$ cat config.mk
export PLATFORM = sky130hd
export DESIGN_NAME = div_unit_flat
export DESIGN_NICKNAME = d
export VERILOG_FILES = /design/src/rtl/div_unit_pkg.sv /design/src/rtl/div_unit_if.sv /design/src/rtl/div_unit.sv /design/src/flat_wrapper.sv
export SDC_FILE = /design/constraint.sdc
export NUM_CORES = 1
export LEC_CHECK = 0
export CORE_ASPECT_RATIO = 0.9
export CORE_UTILIZATION = 60
export CTS_CLUSTER_SIZE = 24
export DETAILED_ROUTE_END_ITERATION = 6
export DONT_BUFFER_PORTS = 1
export PLACE_DENSITY = 0.82
export SYNTH_ARGS = -nofsm -noshare
export SYNTH_HDL_FRONTEND = slang
export SYNTH_SLANG_ARGS = --single-unit
export TNS_END_PERCENT = 1
$ cat constraint.sdc
create_clock -name clk -period 5.6 [get_ports clk]
set_input_delay 1.12 -clock clk [delete_from_list [all_inputs] [get_ports clk]]
set_output_delay 1.12 -clock clk [all_outputs]
set_load 0.1 [all_outputs]
$ cat src/rtl/div_unit_pkg.sv
// Shared types, constants and sign helpers for the RV32M iterative divider.
package div_pkg;
  localparam int XLEN = 32;

  typedef enum logic [1:0] {
    DIV  = 2'b00,
    DIVU = 2'b01,
    REM  = 2'b10,
    REMU = 2'b11
  } div_op_e;

  typedef enum logic [1:0] {
    IDLE,
    CALC,
    DONE
  } div_state_e;

  localparam logic [XLEN-1:0] INT_MIN  = {1'b1, {(XLEN-1){1'b0}}};
  localparam logic [XLEN-1:0] ALL_ONES = '1;

  function automatic logic [XLEN-1:0] neg_val(input logic [XLEN-1:0] x);
    return ~x + XLEN'(1);
  endfunction

  function automatic logic [XLEN-1:0] abs_val(input logic [XLEN-1:0] x);
    return x[XLEN-1] ? neg_val(x) : x;
  endfunction
endpackage

$ cat src/rtl/div_unit_if.sv
// Request/response bundle between the pipeline and the divider.
interface div_unit_intf
  import div_pkg::*;
#(
  parameter int WIDTH = XLEN
);
  logic             start;
  div_op_e          op;
  logic [WIDTH-1:0] rs1_data;
  logic [WIDTH-1:0] rs2_data;
  logic [4:0]       rd_addr;
  logic             busy;
  logic             done;
  logic [4:0]       done_rd;
  logic [WIDTH-1:0] result;

  modport master (
    output start, op, rs1_data, rs2_data, rd_addr,
    input  busy, done, done_rd, result
  );

  modport slave (
    input  start, op, rs1_data, rs2_data, rd_addr,
    output busy, done, done_rd, result
  );

  modport monitor (
    input start, op, rs1_data, rs2_data, rd_addr,
    input busy, done, done_rd, result
  );
endinterface

$ cat src/rtl/div_unit.sv
// Radix-2 restoring divider for DIV/DIVU/REM/REMU, one quotient bit per cycle.
// RISC-V special cases (divide by zero, signed overflow) bypass the iteration.
module div_unit
  import div_pkg::*;
#(
  parameter int WIDTH = XLEN
) (
  input  logic        clk,
  input  logic        rst,
  div_unit_intf.slave bus
);
  localparam int CNT_W = $clog2(WIDTH);

  div_state_e       state_q, state_d;
  div_op_e          op_q, op_d;
  logic [4:0]       rd_q, rd_d;
  logic [WIDTH-1:0] dvd_q, dvd_d;
  logic [WIDTH-1:0] dsr_q, dsr_d;
  logic [WIDTH-1:0] rem_q, rem_d;
  logic [CNT_W-1:0] cnt_q, cnt_d;
  logic             neg_quo_q, neg_quo_d;
  logic             neg_rem_q, neg_rem_d;
  logic             done_q, done_d;
  logic [4:0]       done_rd_q, done_rd_d;
  logic [WIDTH-1:0] result_q, result_d;

  logic             is_signed, sign1, sign2, div_zero, overflow, rem_ge;
  logic [WIDTH:0]   rem_tmp;

  always_comb begin
    is_signed = (bus.op == DIV) || (bus.op == REM);
    sign1     = is_signed & bus.rs1_data[WIDTH-1];
    sign2     = is_signed & bus.rs2_data[WIDTH-1];
    div_zero  = (bus.rs2_data == '0);
    overflow  = is_signed && (bus.rs1_data == INT_MIN) && (bus.rs2_data == ALL_ONES);
    rem_tmp   = {rem_q, dvd_q[WIDTH-1]};
    rem_ge    = (rem_tmp >= {1'b0, dsr_q});

    state_d   = state_q;
    op_d      = op_q;
    rd_d      = rd_q;
    dvd_d     = dvd_q;
    dsr_d     = dsr_q;
    rem_d     = rem_q;
    cnt_d     = cnt_q;
    neg_quo_d = neg_quo_q;
    neg_rem_d = neg_rem_q;
    done_d    = 1'b0;
    done_rd_d = done_rd_q;
    result_d  = result_q;

    case (state_q)
      IDLE: begin
        // The done pulse lands while the FSM is already back in IDLE; a start
        // seen in that cycle still belongs to the finishing DONE phase.
        if (bus.start && !done_q) begin
          op_d  = bus.op;
          rd_d  = bus.rd_addr;
          cnt_d = '0;
          dsr_d = is_signed ? abs_val(bus.rs2_data) : bus.rs2_data;
          if (div_zero || overflow) begin
            dvd_d     = div_zero ? ALL_ONES : INT_MIN;
            rem_d     = div_zero ? bus.rs1_data : '0;
            neg_quo_d = 1'b0;
            neg_rem_d = 1'b0;
            state_d   = DONE;
          end else begin
            dvd_d     = is_signed ? abs_val(bus.rs1_data) : bus.rs1_data;
            rem_d     = '0;
            neg_quo_d = sign1 ^ sign2;
            neg_rem_d = sign1;
            state_d   = CALC;
          end
        end
      end
      CALC: begin
        // Quotient bits shift into the vacated dividend LSBs.
        dvd_d = {dvd_q[WIDTH-2:0], rem_ge};
        rem_d = rem_ge ? (rem_tmp[WIDTH-1:0] - dsr_q) : rem_tmp[WIDTH-1:0];
        cnt_d = cnt_q + CNT_W'(1);
        if (cnt_q == CNT_W'(WIDTH-1)) state_d = DONE;
      end
      DONE: begin
        state_d   = IDLE;
        done_d    = 1'b1;
        done_rd_d = rd_q;
        if (op_q == DIV || op_q == DIVU) result_d = neg_quo_q ? neg_val(dvd_q) : dvd_q;
        else                             result_d = neg_rem_q ? neg_val(rem_q) : rem_q;
      end
      default: state_d = IDLE;
    endcase
  end

  always_ff @(posedge clk or posedge rst) begin
    if (rst) begin
      state_q   <= IDLE;
      op_q      <= DIV;
      rd_q      <= '0;
      dvd_q     <= '0;
      dsr_q     <= '0;
      rem_q     <= '0;
      cnt_q     <= '0;
      neg_quo_q <= 1'b0;
      neg_rem_q <= 1'b0;
      done_q    <= 1'b0;
      done_rd_q <= '0;
      result_q  <= '0;
    end else begin
      state_q   <= state_d;
      op_q      <= op_d;
      rd_q      <= rd_d;
      dvd_q     <= dvd_d;
      dsr_q     <= dsr_d;
      rem_q     <= rem_d;
      cnt_q     <= cnt_d;
      neg_quo_q <= neg_quo_d;
      neg_rem_q <= neg_rem_d;
      done_q    <= done_d;
      done_rd_q <= done_rd_d;
      result_q  <= result_d;
    end
  end

  assign bus.busy    = (state_q != IDLE);
  assign bus.done    = done_q;
  assign bus.done_rd = done_rd_q;
  assign bus.result  = result_q;
endmodule

$ cat src/flat_wrapper.sv
// flat-port wrapper written by rule: the top's interface ports become plain ports
module div_unit_flat import div_pkg::*;
#(
  parameter int WIDTH = XLEN
)
  (clk, rst, bus_start, bus_op, bus_rs1_data, bus_rs2_data, bus_rd_addr, bus_busy, bus_done, bus_done_rd, bus_result);
  div_unit_intf #(.WIDTH(WIDTH)) bus_i ();
  input  logic clk;
  input  logic rst;
  input wire logic [$bits(bus_i.start)-1:0] bus_start;
  input wire logic [$bits(bus_i.op)-1:0] bus_op;
  input wire logic [$bits(bus_i.rs1_data)-1:0] bus_rs1_data;
  input wire logic [$bits(bus_i.rs2_data)-1:0] bus_rs2_data;
  input wire logic [$bits(bus_i.rd_addr)-1:0] bus_rd_addr;
  output wire logic [$bits(bus_i.busy)-1:0] bus_busy;
  output wire logic [$bits(bus_i.done)-1:0] bus_done;
  output wire logic [$bits(bus_i.done_rd)-1:0] bus_done_rd;
  output wire logic [$bits(bus_i.result)-1:0] bus_result;
  assign bus_i.start = bus_start;
  assign bus_i.op = bus_op;
  assign bus_i.rs1_data = bus_rs1_data;
  assign bus_i.rs2_data = bus_rs2_data;
  assign bus_i.rd_addr = bus_rd_addr;
  assign bus_busy = bus_i.busy;
  assign bus_done = bus_i.done;
  assign bus_done_rd = bus_i.done_rd;
  assign bus_result = bus_i.result;
  div_unit #(.WIDTH(WIDTH)) u_core (.clk(clk), .rst(rst), .bus(bus_i));
endmodule
# Word-level counts from Yosys, hierarchy flattened
# Cells that the tools add are included.
# Widths: inputs -> output; s select.
# op_classes
n_addsub,6
n_lt_le_gt_ge,1
eq_ne,9
n_mux,25
n_bitwise,7
n_reduce_logical,16
# op_table
op,n
$mux 32,13
$add 32x1->32 const B,4
$not 32->32,4
$pmux 32 s2,2
$eq 32x32->1 const B,2
$ge 33x32->1,1
$logic_not 32->1,1
$sub 32x32->32,1
$mux 31,1
$pmux 5 s2,1
$logic_not 2->1,3
$mux 2,3
$reduce_and 2->1,3
$add 5x1->5 const B,1
$eq 5x5->1 const B,1
$mux 5,1
$eq 2x1->1 const B,2
$eq 2x2->1 const B,2
$ne 2x1->1 const B,2
$pmux 2 s2,1
$reduce_bool 2->1,2
$logic_and 1x1->1,3
$logic_or 1x1->1,3
$mux 1,3
3 further kinds,4
# totals
ff_bits,150
inputBits,74

# Logic depth before layout (Yosys ltp)
# Gate-level depths: netlist of run 1.
# depth
word_depth,8
mapped_depth,13
depth_no_buf,11

# Worst setup path after synthesis of run 1
# No wires, ideal clock.
# synth_timing
kind,input -> register
start,input bus_rs2_data[9]
end,register u_core.dsr_q[27]
setup_ns,0.135
arrival_time_ns,3.058
setup_slack_ns,2.407
cell_stages,8
n_path_buf,0
path_cell_list,or4_1 or3_1 nor4_2 and3_1 and2_1 a21oi_1 xnor2_1 o21ai_0
# synth_between
elab_chain_cells,4
# synth_lines
element,line,rtl
from (decl),flat_wrapper.sv:13,input wire logic [$bits(bus_i.rs2_data)-1:0] bus_rs2_data;
$not 32->32,div_unit_pkg.sv:22,return ~x + XLEN'(1);
$add 32x1->32,div_unit_pkg.sv:22,
$mux 32,div_unit_pkg.sv:26,return x[XLEN-1] ? neg_val(x) : x;
$mux 32,div_unit.sv:60,dsr_d = is_signed ? abs_val(bus.rs2_data) : bus.rs2_data;
to (signal assigned),div_unit.sv:113,dsr_q <= dsr_d;
to (decl),div_unit.sv:18,"logic [WIDTH-1:0] dsr_q, dsr_d;"
# Every way passes these cells.
# A chain may end at the register's enable or synchronous reset.

# Final worst setup path of run 1
# layout_timing
start,input bus_rs2_data[9]
end,register u_core.rem_q[31]
# layout_between
elab_chain_cells,6
elab_cells_between_ends,8
classes_between,eq/ne (1); mux (4); reduce/logical (3)
# layout_lines
element,line,rtl
$eq 32x32->1,div_unit.sv:35,overflow = is_signed && (bus.rs1_data == INT_MIN) && (bus.rs2_data == ALL_ONES);
$logic_and 1x1->1,div_unit.sv:35,
$logic_or 1x1->1,div_unit.sv:61,if (div_zero || overflow) begin
$mux 32 (*),div_unit.sv:61,
$mux 32 (*),div_unit.sv:56,if (bus.start && !done_q) begin
$pmux 32 s2 (*),div_unit.sv:52,case (state_q)
to (signal assigned),div_unit.sv:114,rem_q <= rem_d;
to (decl),div_unit.sv:19,"logic [WIDTH-1:0] rem_q, rem_d;"
# Every way passes the cells marked *; elsewhere a longest branch is shown, timed or not. The select of a mux whose other input is x is not followed.

==> results of run 1 <==
==> worst min path at each step <==
stage          cells past startpoint               endpoint            start  slack (ns)
2_1_floorplan                      2  u_core.bus.done_rd[0]   u_core.rd_q[0]        0.44
3_3_place_gp                       2  u_core.bus.done_rd[1]   u_core.rd_q[1]        0.45
3_5_place_dp                       2  u_core.bus.done_rd[2]   u_core.rd_q[2]        0.45
4_1_cts                            2  u_core.bus.done_rd[2]   u_core.rd_q[2]        0.47
5_1_grt                            2        u_core.dsr_q[7]  u_core.dsr_q[7]        0.50
6_report                           2  u_core.bus.done_rd[2]   u_core.rd_q[2]        0.47
==> worst max-delay path: cells and delay by family <==
| family | cells | cell delay [ns] |
|---|---|---|
| and+or+nand+nor | 5 | 2.58 |
| AOI/OAI and AO/OA | 2 | 0.32 |
==> synthesized netlist by cell type (6+ instances only) <==
cell                       number  area share [%]
sky130_fd_sc_hd__nand2b_1      17            0.94
sky130_fd_sc_hd__xor2_1        67             5.2
sky130_fd_sc_hd__inv_1         48             1.6
sky130_fd_sc_hd__o22ai_1       15            0.83
sky130_fd_sc_hd__o21ai_1       26             1.1
sky130_fd_sc_hd__o221ai_1       7            0.54
sky130_fd_sc_hd__a31oi_1       19             1.0
sky130_fd_sc_hd__and3_1        20             1.1
sky130_fd_sc_hd__nor4_1        16            0.88
sky130_fd_sc_hd__ha_1          39             4.3
sky130_fd_sc_hd__a21oi_1       95             4.2
sky130_fd_sc_hd__a21o_1        18             1.2
sky130_fd_sc_hd__nand4_1       22             1.2
sky130_fd_sc_hd__a211oi_1      15            0.99
sky130_fd_sc_hd__o211ai_1       6            0.40
sky130_fd_sc_hd__a22oi_1       12            0.79
sky130_fd_sc_hd__xnor2_1       76             5.9
sky130_fd_sc_hd__buf_1          6            0.20
sky130_fd_sc_hd__buf_2          8            0.35
sky130_fd_sc_hd__or3_1          6            0.33
sky130_fd_sc_hd__or4_1         10            0.66
sky130_fd_sc_hd__dfrtp_1      149              33
sky130_fd_sc_hd__nand3_1       35             1.5
sky130_fd_sc_hd__clkbuf_1      66             2.2
sky130_fd_sc_hd__nand2_1      220             7.3
sky130_fd_sc_hd__nor2_1        93             3.1
sky130_fd_sc_hd__mux2i_1       28             2.5
sky130_fd_sc_hd__o41ai_1       16             1.2
sky130_fd_sc_hd__o31ai_1       27             1.8
sky130_fd_sc_hd__nor2b_1        9            0.50
sky130_fd_sc_hd__nor3_1        24             1.1
sky130_fd_sc_hd__o21ai_0      125             5.5
==> layer usage <==
layer / vias up / GRT usage (%)
met3: 58 / 10.10
met1: 4879 / 48.20
met2: 523 / 51.21
li1: 4963 / -
met4: 0 / 11.34
met5: - / 0
==> final cells by class <==
| class | count | area share [%] |
|---|---|---|
| antenna | 1 | 0.02094 |
| sequential | 149 | 31.20 |
| clock buffer | 18 | 3.675 |
| clock inverter | 14 | 1.529 |
| tap | 245 | 2.565 |
| inverter | 48 | 1.550 |
| timing repair buffer | 10 | 0.6283 |
| multi-input combinational | 1133 | 58.83 |
==> registers in the layout, indices dropped and copies added (netlist names) <==
register and count:
u_core.state_q 2, u_core.dvd_q 32, u_core.bus.done_rd 5, u_core.bus.result 32
u_core.cnt_q 5, u_core.bus.done 1, u_core.rem_q 32, u_core.dsr_q 32
u_core.neg_rem_q 1, u_core.rd_q 5, u_core.neg_quo_q 1, u_core.op_q 1
==> through the flow <==
| stage | std cells | hold slack, ns | worst slack [ns] | utilization, % |
|---|---|---|---|---|
| 6_report | 1618 | 0.4699 | 1.924 | 64.71 |
| 5_1_grt | 1617 | 0.5036 | 1.587 | 64.70 |
| 4_1_cts | 1617 | 0.4703 | 1.977 | 64.70 |
| 3_5_place_dp | 1585 | 0.4520 | 1.555 | 61.33 |
| 3_3_place_gp | 1585 | 0.4472 | 1.641 | 61.33 |
| 2_1_floorplan | 1420 | 0.4386 | 0.4720 | - |
==> placed cells by master (no fill, tap or decap), drive strengths merged, types with 22 or more instances in the layout <==
cell type	n
nand4	22
a21oi	96
nand3	35
o21ai	151
ha	39
dfrtp	149
xor2	67
o31ai	27
xnor2	76
nand2	220
mux2i	28
nor3	24
inv	55
nor2	93
==> kinds of logic after synthesis <==
logic type      Yosys count
flops                   149
compound gates          419
simple gates            501
mux                      30
buf+inv                 138
fa+ha+maj                40
xor+xnor                143
==> metrics.json, run 1 <==
{
  "synth-main-ff-cell": "sky130_fd_sc_hd__dfrtp_1",
  "drv.max_cap_violation_count": 0,
  "worst-endpoint-required_ns": 5.95,
  "synth-adder-area-share_pct": 4.481,
  "combinational_family_with_the_most_area_after_synthesis": "compound AO/OA/AOI/OAI gates",
  "initial_core_utilization_pct": 61.40,
  "postSynth.asyncResetShare_pct": 100.0,
  "wl_per_cell_um": 20.14,
  "synthSimpleGateAreaFrac_pct": 20.72,
  "hpwl_after_detailed_placement_mm": 24.27,
  "flow.area_growth_from_synthesis_pct": 5.397,
  "hold_class": "register to register",
  "via_count_of_the_first_global_routing_pass": 9786,
  "io-pin-count": 113,
  "final_critical_path_share_of_the_clock_period_pct": 65.65,
  "tritoncts_clock_tree": "yes",
  "syn_avg_cell_area_um2": 7.984,
  "synth_edf_count": 0,
  "multi_input_area_um2": 7029,
  "synthesis.nets": 1534,
  "clk_latency_ns": 0.44,
  "portBuffers": 0,
  "globalRouteOverflowTotal": 0,
  "slew_headroom_pct": 21.93,
  "rsz_0062_raised_after_global_routing": "no",
  "grt_max_degree": 113,
  "share_of_post_route_cells_with_drive_strength_above_1_pct": 5.029,
  "crit_slowest_cell": "sky130_fd_sc_hd__nor3_1",
  "detailroute.wirelength.met3_mm": 3.415,
  "outcome": "finished clean",
  "synth_compound_gate_area_share_pct": 22.88,
  "cts.clk_slew.worst_paths_ns": 0.07,
  "timing.critical_path.to": "u_core.rem_q[31]",
  "r2r_path_start": "u_core.rem_q[13]",
  "cp_common_cell": "sky130_fd_sc_hd__nor3_1",
  "finalHoldViolations": 0,
  "placed_cell_area_um2": 11320,
  "timing.clock.skew_ns": 0.01109,
  "max_freq_mhz": 272.0,
  "layout.filler_cells": 1615,
  "synth_sequential_area_ratio_pct": 32.89,
  "antenna_found_initial": 1,
  "die-height_um": 132.4,
  "worstRegToRegCells": 9,
  "synth-warning-count": 0,
  "firstDrtPassIters": 5,
  "grt_usage_pct": 34.51,
  "crit_arrival_ns": 4.03,
  "cts_resized": 0,
  "nets": 1473,
  "cts_inserted_buffers": 17,
  "critPathLaunch": "bus_rs2_data[9]",
  "postCtsSetupBuffers": 0,
  "highest-signal-layer": "met4",
  "final_design_area_no_fill_um2": 11950,
  "timing_worst_setup_path_type": "primary input to register",
  "drt_iter0_drc": 973,
  "post_synth_xor_area_fraction_pct": 11.05,
  "core_area_um2": 18470,
  "crit_path_cell_trace": "or4_1, nor3_1, and4_1, nand4_1, nor3_1, a22oi_1, o211ai_2",
  "yosysUniqueCellTypes": 78,
  "portion_of_netlist_area_occupied_by_mux_cells_pct": 2.704,
  "worst_setup_path_start_kind": "primary input",
  "regToRegEndpoint": "u_core.rem_q[19]",
  "gp_congestion": 0.9385,
  "detail-route-antenna-nets": 0,
  "h-tree-depth": 4,
  "dr_total_vias": 10420,
  "totalNegativeSetupSlack_ns": 0,
  "seq_area_um2": 3729,
  "min_period_ns": 3.676,
  "timing.critical_path.to_type": "register",
  "crit_path_max_fanout": 11,
  "detail_route.drc_violations": 0,
  "synthCells": 1420,
  "slowest_cell_delay_on_critical_path_ns": 1.06,
  "met2WireLength_mm": 14.19,
  "routedLengthMet1_mm": 14.20,
  "worst-r2r-setup-slack_ns": 2.07,
  "post_synth_instance_area_um2": 11340,
  "wl_mm": 32.59,
  "hold_buffers": 0,
  "std_cell_rows": 47,
  "ctsLongestPathBuffers": 2,
  "tritoncts_num_sinks": 149,
  "worst_pin_slew_ns": 1.162,
  "synth_seq_cells": 149,
  "setup_viol": 0,
  "die_width_um": 146.9,
  "die_area_um2": 19450,
  "routed_via_density": 6.442,
  "root_buffer": "sky130_fd_sc_hd__clkbuf_16",
  "first_pass_grt_wire_length_mm": 52.57,
  "finalMaxSlewViolations": 0
}
Power of run 1 is left out: the tool's default activity adds up to more than one toggle a clock period on the data nets, which glitch-free logic cannot reach.
==> run 2: changes to the inputs <==
Clock period 5.6 ns to 3.7 ns, I/O delays scaled along.
==> metrics.json, run 2 (same netlist as run 1, synthesis figures left out) <==
{
  "outcome": "finished clean",
  "timing.critical_path.to_type": "register",
  "crit_path_max_fanout": {"value": 29, "change": "+18"},
  "cts_resized": {"value": 0, "change": "unchanged"},
  "grt_usage": {"value": 35.94, "unit": "%", "change": "+1.4 points"},
  "finalHoldViolations": {"value": 0, "change": "unchanged"},
  "detail-route-antenna-nets": {"value": 0, "change": "unchanged"},
  "hold_class": "primary input to asynchronous set/reset pin",
  "clk_latency": {"value": 0.45, "unit": "ns", "change": "about the same"},
  "routed_via_density": {"value": 6.536, "change": "+1.5%"},
  "timing_worst_setup_path_type": "register to register",
  "share_of_post_route_cells_with_drive_strength_above_1": {"value": 6.322, "unit": "%", "change": "+1.3 points"},
  "nets": {"value": 1493, "change": "+1.4%"},
  "flow.area_growth_from_synthesis_pct": 6.247,
  "dr_total_vias": {"value": 10700, "change": "+2.6%"},
  "die_width": {"value": 146.9, "unit": "um", "change": "unchanged"},
  "grt_use_met3": {"value": 9.377, "unit": "%", "change": "-0.73 points"},
  "worst_setup_path_start_kind": "register",
  "critPathLaunch": "u_core.rem_q[15]",
  "layout.filler_cells": {"value": 1560, "change": "-3.4%"},
  "grt_util_met1": {"value": 50.08, "unit": "%", "change": "+1.9 points"},
  "hold_buffers": {"value": 0, "change": "unchanged"},
  "die-height": {"value": 132.4, "unit": "um", "change": "unchanged"},
  "r2r_path_start": "u_core.rem_q[15]",
  "final_common_cell": "sky130_fd_sc_hd__nand2_1",
  "worst_hold_slack": {"value": 0.3652, "unit": "ns", "change": "-0.1047 ns"},
  "fin_util": {"value": 65.23, "unit": "%", "change": "+0.52 points"},
  "io-pin-count": {"value": 113, "change": "unchanged"},
  "hpwl_after_detailed_placement": {"value": 25.57, "unit": "mm", "change": "+5.3%"},
  "std_cell_rows": {"value": 47, "change": "unchanged"},
  "fin_cells": {"value": 1637, "change": "+1.2%"},
  "worstRegToRegCells": {"value": 10, "change": "+1"},
  "drv.max_cap_violation_count": {"value": 0, "change": "unchanged"},
  "grt_max_degree": {"value": 69, "change": "-39%"},
  "detail_route.drc_violations": {"value": 0, "change": "unchanged"},
  "num_antenna_cells": {"value": 0, "change": "-1"},
  "grt_busiest_layer": "met2",
  "worst-endpoint-required": {"value": 4.02, "unit": "ns", "change": "-1.93 ns"},
  "timing.critical_path.to": "u_core.rem_q[15]",
  "antenna_found_initial": {"value": 0, "change": "-1"},
  "postCtsSetupBuffers": {"value": 0, "change": "unchanged"},
  "core_area": {"value": 18470, "unit": "um^2", "change": "unchanged"},
  "tritoncts_num_sinks": {"value": 149, "change": "unchanged"},
  "initial_core_utilization": {"value": 61.40, "unit": "%", "change": "unchanged"},
  "wl_per_cell": {"value": 20.91, "unit": "um", "change": "+3.8%"},
  "cts.clk_slew.worst_paths": {"value": 0.07, "unit": "ns", "change": "about the same"},
  "worst_pin_slew": {"value": 1.260, "unit": "ns", "change": "+0.09754 ns"},
  "slew_headroom": {"value": 15.72, "unit": "%", "change": "-6.2 points"},
  "gp_congestion": {"value": 0.9827, "change": "+4.7%"},
  "firstDrtPassIters": {"value": 6, "change": "+1"},
  "seq_area": {"value": 3729, "unit": "um^2", "change": "unchanged"},
  "ctsLongestPathBuffers": {"value": 2, "change": "unchanged"},
  "totalNegativeSetupSlack": {"value": 0, "unit": "ns", "change": "unchanged"},
  "root_buffer": "sky130_fd_sc_hd__clkbuf_16",
  "timing.clock.skew": {"value": 0.01318, "unit": "ns", "change": "+0.002089 ns"},
  "multi_input_area": {"value": 7029, "unit": "um^2", "change": "unchanged"},
  "cts_inserted_buffers": {"value": 17, "change": "unchanged"},
  "setup_viol": {"value": 0, "change": "unchanged"},
  "regToRegEndpoint": "u_core.rem_q[15]",
  "h-tree-depth": {"value": 4, "change": "unchanged"},
  "final_critical_path_share_of_the_clock_period_pct": 94.55,
  "wl": {"value": 34.23, "unit": "mm", "change": "+5.0%"},
  "layout.cells.most_common_list": "sky130_fd_sc_hd__nand2_1 (220), sky130_fd_sc_hd__dfrtp_1 (149), sky130_fd_sc_hd__o21ai_0 (125)",
  "first_pass_grt_wire_length": {"value": 54.37, "unit": "mm", "change": "+3.4%"},
  "tritoncts_clock_tree": "yes",
  "worst-r2r-setup-slack": {"value": 0.20, "unit": "ns", "change": "-1.87 ns"},
  "place.detailed.instances": {"value": 1605, "change": "+1.3%"},
  "crit_arrival": {"value": 3.82, "unit": "ns", "change": "-0.21 ns"},
  "finalMaxSlewViolations": {"value": 0, "change": "unchanged"},
  "rsz_0062_raised_after_global_routing": "no",
  "groute.layer.met2.usage": {"value": 53.50, "unit": "%", "change": "+2.3 points"},
  "via_count_of_the_first_global_routing_pass": {"value": 9892, "change": "+1.1%"},
  "max_freq_mhz": 285.9,
  "portBuffers": {"value": 0, "change": "unchanged"},
  "die_area": {"value": 19450, "unit": "um^2", "change": "unchanged"},
  "min_period_ns": 3.498,
  "drt_iter0_drc": {"value": 1251, "change": "+29%"},
  "globalRouteOverflowTotal": {"value": 0, "change": "unchanged"}
}
-- run 2: metrics by stage --
step / cell area [um^2] / setup slack, ns
6_report: 12050 / 0.2018
5_1_grt: 12050 / 0.04195
4_1_cts: 12050 / 0.2610
3_5_place_dp: 11490 / 0.2576
3_3_place_gp: 11490 / 0.4218
2_1_floorplan: 11340 / 0.8133
-- run 2: per-layer routing --
layer	wire [um]	share of wire [%]
met5	0	0
met4	1246	3.6
met3	3943	12
met2	15000	44
met1	14040	41
-- run 2: worst min-delay path by stage --
stage / endpoint / slack [ns] / cells past startpoint
after detailed placement: u_core.bus.done_rd[0] / 0.46 / 2
after CTS: u_core.dvd_q[4] / 0.39 / 1
final: u_core.dvd_q[4] / 0.37 / 1
after global routing: u_core.rd_q[2] / 0.40 / 2
after floorplan: u_core.bus.done_rd[0] / 0.44 / 2
after global placement: u_core.bus.done_rd[2] / 0.45 / 2
-- run 2: area by class of cell --
class | instances | area share [%]
Multi-Input combinational cell | 1133 | 58.36
Sequential cell | 149 | 30.95
Clock buffer | 18 | 3.563
Tap cell | 245 | 2.545
Timing Repair Buffer | 30 | 1.974
Inverter | 48 | 1.527
Clock inverter | 14 | 1.080
-- run 2: worst max-delay path, cell delays in order (launching register included) --
cell	delay, ns
sky130_fd_sc_hd__dfrtp_1	0.42
sky130_fd_sc_hd__ha_1	0.45
sky130_fd_sc_hd__and4_1	0.33
sky130_fd_sc_hd__nand4_1	0.10
sky130_fd_sc_hd__or4_1	0.54
sky130_fd_sc_hd__o41ai_2	0.29
sky130_fd_sc_hd__a2111o_2	0.26
sky130_fd_sc_hd__and2_4	0.47
sky130_fd_sc_hd__buf_4	0.23
sky130_fd_sc_hd__mux2i_1	0.20
sky130_fd_sc_hd__o21ai_1	0.08
Power of run 2 is left out for the same reason.
==> run 3: changes to the inputs <==
Settings changed: GPL_TIMING_DRIVEN set to 1.
==> results of run 3 <==
The final DEF is identical to that of run 2; final timing and power are the same.
Power of run 3 is left out for the same reason.
